--- config.mk ---
export PLATFORM = sky130hd
export DESIGN_NAME = fifo_rr_arbiter
export DESIGN_NICKNAME = d
export VERILOG_FILES = /design/src/rtl/fifo_rr_arbiter.sv
export SDC_FILE = /design/constraint.sdc
export NUM_CORES = 1
export LEC_CHECK = 0
export ABC_AREA = 1
export ABC_CLOCK_PERIOD_IN_PS = 3100
export CAP_MARGIN = 20
export CORE_AREA = 2 2 130 132
export DETAILED_ROUTE_END_ITERATION = 10
export DIE_AREA = 0 0 132 134
export GPL_TIMING_DRIVEN = 0
export PLACE_DENSITY = 0.65
export SLEW_MARGIN = 20
export SYNTH_ARGS = -nofsm -noshare
export SYNTH_HDL_FRONTEND = slang
export SYNTH_SLANG_ARGS = --single-unit
--- constraint.sdc ---
create_clock -name clk -period 3.1 [get_ports clk]
set_input_delay 0.62 -clock clk [delete_from_list [all_inputs] [get_ports clk]]
set_output_delay 0.62 -clock clk [all_outputs]
set_load 0.02 [all_outputs]
--- src/rtl/fifo_rr_arbiter.sv ---
// Round-robin arbiter feeding one output stream, with optional multi-beat bursts per grant.
// A grant is locked once it is stalled or starts a burst, so the payload stays stable.
module fifo_rr_arbiter #(
    parameter int unsigned DATA_WIDTH = 64,
    parameter int unsigned NUM_REQ    = 4,
    parameter int unsigned BURST_LEN  = 1
) (
    input  logic                         clk,
    input  logic                         reset,
    input  logic [NUM_REQ-1:0]           i__req_valid,
    input  logic [DATA_WIDTH-1:0]        ia__req_data [0:NUM_REQ-1],
    output logic [NUM_REQ-1:0]           o__req_ready,
    output logic                         o__data_out_valid,
    output logic [DATA_WIDTH-1:0]        o__data_out,
    input  logic                         i__data_out_ready,
    output logic [$clog2(NUM_REQ)-1:0]   o__grant_id,
    input  logic                         i__clear_all
);

    localparam int unsigned IdW = $clog2(NUM_REQ);

    typedef enum logic [0:0] {StIdle, StBusy} state_e;

    state_e         state_q, state_d;
    logic [IdW-1:0] g_q, g_d;
    logic [IdW-1:0] rr_ptr_q, rr_ptr_d;
    logic [7:0]     cnt_q, cnt_d;

    logic           sel_found;
    logic [IdW-1:0] sel_idx;
    int unsigned    cand;
    logic [IdW-1:0] grant;
    logic           has_grant;
    logic           xfer;

    function automatic logic [IdW-1:0] wrap_inc(input logic [IdW-1:0] x);
        return (x == IdW'(NUM_REQ - 1)) ? '0 : x + 1'b1;
    endfunction

    // Cyclic first-valid search starting at rr_ptr.
    always_comb begin
        sel_found = 1'b0;
        sel_idx   = '0;
        cand      = 0;
        for (int unsigned j = 0; j < NUM_REQ; j++) begin
            cand = 32'(rr_ptr_q) + j;
            if (cand >= NUM_REQ) begin
                cand = cand - NUM_REQ;
            end
            if (!sel_found && i__req_valid[IdW'(cand)]) begin
                sel_found = 1'b1;
                sel_idx   = IdW'(cand);
            end
        end
    end

    assign grant     = (state_q == StBusy) ? g_q : sel_idx;
    assign has_grant = (state_q == StBusy) || sel_found;

    // Outputs are forced to zero only by reset; clear acts on state at the edge.
    always_comb begin
        o__data_out_valid = 1'b0;
        o__data_out       = '0;
        o__grant_id       = '0;
        o__req_ready      = '0;
        if (!reset && has_grant) begin
            o__data_out_valid   = i__req_valid[grant];
            o__data_out         = ia__req_data[grant];
            o__grant_id         = grant;
            o__req_ready[grant] = i__data_out_ready;
        end
    end

    assign xfer = o__data_out_valid && i__data_out_ready;

    always_comb begin
        state_d  = state_q;
        g_d      = g_q;
        rr_ptr_d = rr_ptr_q;
        cnt_d    = cnt_q;
        unique case (state_q)
            StIdle: begin
                if (sel_found) begin
                    if (!xfer) begin
                        state_d = StBusy;
                        g_d     = sel_idx;
                        cnt_d   = 8'd0;
                    end else if (BURST_LEN == 1) begin
                        rr_ptr_d = wrap_inc(sel_idx);
                    end else begin
                        state_d = StBusy;
                        g_d     = sel_idx;
                        cnt_d   = 8'd1;
                    end
                end
            end
            StBusy: begin
                if (!i__req_valid[g_q]) begin
                    state_d  = StIdle;
                    rr_ptr_d = wrap_inc(g_q);
                    cnt_d    = 8'd0;
                end else if (xfer) begin
                    if ({1'b0, cnt_q} + 9'd1 == 9'(BURST_LEN)) begin
                        state_d  = StIdle;
                        rr_ptr_d = wrap_inc(g_q);
                        cnt_d    = 8'd0;
                    end else begin
                        cnt_d = cnt_q + 8'd1;
                    end
                end
            end
            default: begin
                state_d = StIdle;
            end
        endcase
    end

    always_ff @(posedge clk) begin
        if (reset || i__clear_all) begin
            state_q  <= StIdle;
            g_q      <= '0;
            rr_ptr_q <= '0;
            cnt_q    <= 8'd0;
        end else begin
            state_q  <= state_d;
            g_q      <= g_d;
            rr_ptr_q <= rr_ptr_d;
            cnt_q    <= cnt_d;
        end
    end

endmodule

# After elaboration in Yosys (flattened, before gate mapping)
# Index checks and enable logic that the tools add are counted.
# W data, S select, Z words.
[word_totals]
regBits = 13
latch_bits = 0
mem_bits_rw = 0
mem_bits_ro = 0
in_bits = 264
wordCells = 108
memories = 0
[op_classes]
n_addsub = 11
multipliers = 0
div = 0
magnitude_cmp = 12
n_eq_ne = 8
n_shift = 0
muxes = 54
bitwise = 4
n_reduce_logical = 15
[op_table]
columns = ["cell", "count"]
rows = [
  ["$mux W64", 3],
  ["$bmux W64 S2", 1],
  ["$mux W8", 5],
  ["$mux W2", 17],
  ["$lt A2 B3 Y1 const B", 6],
  ["$mux W1", 17],
  ["$pmux W8 S2", 1],
  ["$bmux W1 S2", 6],
  ["$ge A3 B3 Y1 const B", 4],
  ["$add A8 B1 Y9 const B", 1],
  ["$eq A9 B1 Y1 const B", 1],
  ["$add A8 B1 Y8 const B", 1],
  ["$sub A2 B1 Y2 const B", 4],
  ["$add A2 B2 Y3 const B", 2],
  ["$logic_and A1 B1 Y1", 6],
  ["$ne A2 B2 Y1 const B", 3],
  ["$reduce_and A3 Y1", 2],
  ["$add A2 B1 Y2 const B", 2],
  ["$and A4 B4 Y4", 1],
  ["$eq A2 B2 Y1 const B", 2],
  ["$logic_not A1 Y1", 4],
  ["$mux W4", 1],
  ["$pmux W2 S2", 1],
  ["$reduce_and A4 Y1", 1],
  ["other kinds (10)", 12],
]

# Depth between registers and ports, before layout
[logic_depth]
depth_word = 22
ltp_mapped = 19
ltp_nobuf = 19

# Worst setup path after synthesis
# No wires, ideal clock.
[synth_path]
kind = "input -> output"
from = "in i__req_valid[1]"
to = "out o__req_ready[0]"
arrival_ns = 2.407
required_time_ns = 2.480
slack_ns = 0.073
path_stages = 13
n_path_buf = 2
path_cell_list = "inv_1 > nand2_1 > nand3_1 > nand2_2 > nor2_4 > nand4_1 > nand3_1 > nand2_2 > buf_6 > nor2_4 > buf_1 > inv_1 > nor3_1"
[synth_between]
elab_chain_cells = 19
elab_cells_between_ends = 32
classes_between = "order compare: 2; mux: 20; bitwise: 1; reduce/logical: 9"
[synth_lines]
columns = ["element", "line_no", "rtl"]
rows = [
  ["start, declared", "10", "input logic [NUM_REQ-1:0] i__req_valid,"],
  ["$bmux W1 S2", "50", "if (!sel_found && i__req_valid[IdW'(cand)]) begin"],
  ["$mux W1 (implied by the code)", "50", ""],
  ["$mux W1", "50", ""],
  ["$logic_not A1 Y1", "50", ""],
  ["$logic_and A1 B1 Y1", "50", ""],
  ["$mux W1", "50", ""],
  ["$logic_not A1 Y1", "50", ""],
  ["$logic_and A1 B1 Y1", "50", ""],
  ["(+3 left out)", "--", ""],
  ["$mux W2", "50", ""],
  ["$mux W2", "57", "assign grant = (state_q == StBusy) ? g_q : sel_idx;"],
  ["$lt A2 B3 Y1 (implied by the code) / $ge A2 B1 Y1 (equally long branches)", "70", "o__req_ready[grant] = i__data_out_ready;"],
  ["$logic_and A1 B1 Y1 (implied by the code)", "70", ""],
  ["$mux W1 (implied by the code)", "70", ""],
  ["$demux W1 S2", "70", ""],
  ["$and A4 B4 Y4 (no source line)", "--", ""],
  ["$mux W4 (*)", "66", "if (!reset && has_grant) begin"],
  ["end, declared", "12", "output logic [NUM_REQ-1:0] o__req_ready,"],
]
# Mark *: on every way between the ends. The rest lies on a longest branch, timed or not. The select of a mux whose other input is x is not followed.

# Final worst setup path
[layout_path]
from = "in i__req_valid[1]"
to = "out o__data_out[18]"
[layout_between]
elab_chain_cells = 18
elab_cells_between_ends = 30
classes_between = "mux: 21; bitwise: 1; reduce/logical: 8"
[layout_lines]
columns = ["element", "line_no", "rtl"]
rows = [
  ["$bmux W1 S2", "50", ""],
  ["$mux W1 (implied by the code)", "50", ""],
  ["$mux W1", "50", ""],
  ["$logic_not A1 Y1", "50", ""],
  ["$logic_and A1 B1 Y1", "50", ""],
  ["$mux W1", "50", ""],
  ["$logic_not A1 Y1", "50", ""],
  ["$logic_and A1 B1 Y1", "50", ""],
  ["$mux W1", "50", ""],
  ["$logic_not A1 Y1", "50", ""],
  ["$logic_and A1 B1 Y1", "50", ""],
  ["$mux W2", "50", ""],
  ["$mux W2", "57", ""],
  ["$not A2 Y3 (implied by the code)", "68", "o__data_out = ia__req_data[grant];"],
  ["$bmux W64 S2", "68", ""],
  ["$mux W64 (implied by the code) (2 in a row)", "68", ""],
  ["$mux W64 (*)", "66", ""],
  ["end, declared", "14", "output logic [DATA_WIDTH-1:0] o__data_out,"],
]
# Marks and branches as above.

==> out/results.txt <==
Root Buffer Master -> clkbuf_16
Worst-path clk slew -> 0.05 ns
Top FF cell, synth -> dfxtp_1
final core occ -> 47.4%
most common cell after layout, fill and taps aside -> clkdlybuf4s50_1
WL per Instance -> 17.7 um
share of layout cells above drive strength 1 -> 23.9%
synthesized instance count -> 618
Hold Buf Count CTS -> 0
worst path required time -> 2.48 ns
Vias/cell -> 4.78
leakage power -> 3.19 nW
fin area -> 7730 um^2
core area -> 16300 um^2
commonest cells after routing, fill and taps aside -> clkdlybuf4s50_1 (259), nor2_1 (161), buf_4 (88), o21ai_0 (69), nand2_1 (54)
I/O pins -> 335
DRC -> 0
RSZ-0062 raised after global routing -> true
reg2reg end -> cnt_q[6]
area delta synth->final -> 143%
arrival time at the worst endpoint -> 2.63 ns
CTS Buf Count -> 3
Achievable Freq -> 307 MHz
routed wire length -> 21500 um
VDD IR-drop max -> 219 uV
clk_skew -> 0.00510 ns
largest stage delay on the critical path -> 0.20 ns
crit path time final -> 3.25 ns
post-DP HPWL -> 16800 um
Final period util -> 105%
Hold Path End -> cnt_q[1]
FF-to-FF Start -> rr_ptr_q[0]
clk_lat worst skew -> 0.24 ns
Setup TNS Final -> -3.91 ns
full die area -> 17700 um^2
Synth cell types -> 29
pwr/cell area -> 484 nW/um^2
number of cells on the worst reg-to-reg path -> 18
type of destination of the critical path -> output pin
Worst path slowest cell -> o22ai_1
minimum hold slack -> 0.534 ns
TritonRoute pass-1 iters -> 4
crit-path max FO -> 6
placed inst area -> 6800 um^2
Hold Crit Start -> cnt_q[1]
RePlAce Congestion -> 0.879
Die Y -> 134 um
fillers -> 1731
maximum buffer depth of the clock tree -> 2
cells along the critical path -> buf_6, inv_2, nand2_4, nand3_4, nand2_4, nor2_4, nand4_1, nand3_2, nand2_4, buf_8, nor2_4, buf_12, buf_4, buf_8, o21ai_1, o22ai_1, buf_4
kind of critical path -> input port to output pin
Worst Hold Class -> register to register
Final ANT Viol Nets -> 0
most frequent CP cell -> nand2_4
reg2reg setup slack -> 0.61 ns
Avg Inst Size Synth -> 5.15 um^2
Synth Cell Area -> 3180 um^2
DP Worst Slack -> -1.47 ns
number of synthesized flops with an enable pin -> 0
run status -> finished with violations
# rows -> 47
final-report max-slew violation count -> 0
Worst slew margin -> 61.5%
Crit path max-delay family -> simple AND/OR/NAND/NOR gates
Yosys reg bits -> 13
Sink Count -> 13
max_cap viols -> 0
final worst-path setup slack -> -0.154 ns
vias -> 5801
failing checks -> negative setup slack
worst slew pin tran -> 0.572 ns
Synthesized Nets -> 884
Iter 0 DRT Violations -> 348
Initial Util -> 19.5%
Final Hold Fails -> 0
vias in the first global route -> 5691
hold path cells -> 2
die span in x -> 132 um
IO buf count -> 334
GR Overflow Total -> 0
first-pass GRT wire length -> 31900 um
Synth async-reset ratio -> 0%
warnings from Yosys -> 0
initial antenna violation count -> 2
CTS tree -> built
Global Route Usage Sum -> 22.6%
WP buf/inv -> 7
Final nets -> 1260
H-tree levels -> 1
post-synthesis sequential area ratio -> 8.17%
final setup fails -> 59
largest net degree at the start of global routing -> 11
crit start category -> input port
[per-layer routing]
| metal | GRT usage (%) | vias up | wire length, um |
|---|---|---|---|
| met3 | 4.80 | 36 | 1610 |
| met1 | 27.3 | 2614 | 8600 |
| met4 | 6.10 | 0 | 622 |
| met2 | 40.7 | 276 | 10700 |
| met5 | 0 | - | 0 |
| li1 | - | 2875 | - |
[flip-flops by register name (all words and copies together) (netlist names)]
| signal | count |
|---|---|
| cnt_q | 8 |
| g_q | 2 |
| rr_ptr_q | 2 |
| state_q | 1 |
[worst reg2reg max path: stages (launching register included)]
cell	delay [ns]
dfxtp_4	0.37
buf_8	0.14
nand2_2	0.09
nand3_4	0.09
nand2_4	0.07
nor2_4	0.15
nand3_2	0.14
nand3_4	0.10
nand3_2	0.10
nand2_4	0.11
buf_12	0.11
buf_4	0.10
nand3_2	0.08
nand2_2	0.11
nand3_2	0.12
nand2_1	0.17
nand3_2	0.14
nor2_1	0.13
nor2_1	0.05
[logic make-up after synthesis]
kind of cell               Yosys count  share of synthesized area (%)
AOI/OAI and AO/OA                  238                           41.4
buffers and inverters               78                           10.3
DFF                                 13                           8.17
adders and majority gates            2                          0.786
xor gates and xnor gates             6                           1.65
and+or+nand+nor                    281                           37.7
[power by group]
part           switching [mW]  total, mW  internal [mW]  leakage, nW
Clock                  0.0770      0.251          0.174       0.0382
Combinational            1.74       3.29           1.55         3.04
Sequential             0.0176      0.201          0.183        0.107
[Yosys cell counts, types with 2 or more instances]
| cell type | number | area share [%] |
|---|---|---|
| nor2_1 | 161 | 19 |
| o21ai_0 | 114 | 18 |
| nand2_1 | 66 | 7.8 |
| a21oi_1 | 40 | 6.3 |
| o21bai_1 | 32 | 7.5 |
| o22ai_1 | 32 | 6.3 |
| clkbuf_1 | 30 | 3.5 |
| inv_1 | 27 | 3.2 |
| nand3_1 | 19 | 3.0 |
| o21ai_1 | 18 | 2.8 |
| dfxtp_1 | 13 | 8.2 |
| buf_2 | 11 | 1.7 |
| nand2_2 | 8 | 1.6 |
| nand4_1 | 8 | 1.6 |
| nand3_2 | 7 | 2.2 |
| nor3_1 | 6 | 0.94 |
| xor2_1 | 6 | 1.7 |
| buf_1 | 3 | 0.35 |
| buf_6 | 3 | 1.1 |
| inv_2 | 3 | 0.35 |
| ha_1 | 2 | 0.79 |
| nor2_4 | 2 | 0.71 |
[area by class of cell]
| type | count | area [um^2] | area share [%] |
|---|---|---|---|
| diodes | 1 | 2.50 | 0.0324 |
| repair buffers | 372 | 3630 | 46.9 |
| clock buffers | 4 | 78.8 | 1.02 |
| inverters | 31 | 129 | 1.67 |
| well taps | 220 | 275 | 3.56 |
| flip-flops and latches | 13 | 268 | 3.47 |
| multi-input cells | 527 | 2850 | 36.8 |
| plain buffers | 46 | 499 | 6.46 |
[per-stage QoR]
step / power, mW / std cells
6_report: 3.74 / 1214
4_1_cts: 3.63 / 1210
5_1_grt: 4.00 / 1214
2_1_floorplan: 1.67 / 618
3_5_place_dp: 2.93 / 1172
3_3_place_gp: 2.93 / 1172
[what timing repair did]
item	CTS	global route
pin swaps	39	23
gates cloned	7	0
gates resized for setup	540	72
endpoints found under the setup margin	71	71
setup buffers	27	4
[how the worst max path moves through the flow]
stage | from | end | slack [ns] | cells after the start
after floorplan | i__req_valid[1] | o__req_ready[0] | 0.07 | 13
after global placement | i__req_valid[3] | o__data_out[43] | -1.46 | 15
after detailed placement | i__req_valid[3] | o__data_out[43] | -1.47 | 15
after CTS | rr_ptr_q[0] | o__data_out[10] | -0.08 | 17
after global routing | i__req_valid[1] | o__data_out[53] | -0.27 | 17
final | i__req_valid[1] | o__data_out[18] | -0.15 | 17
Note: power is estimated with default switching activity, not from simulation.
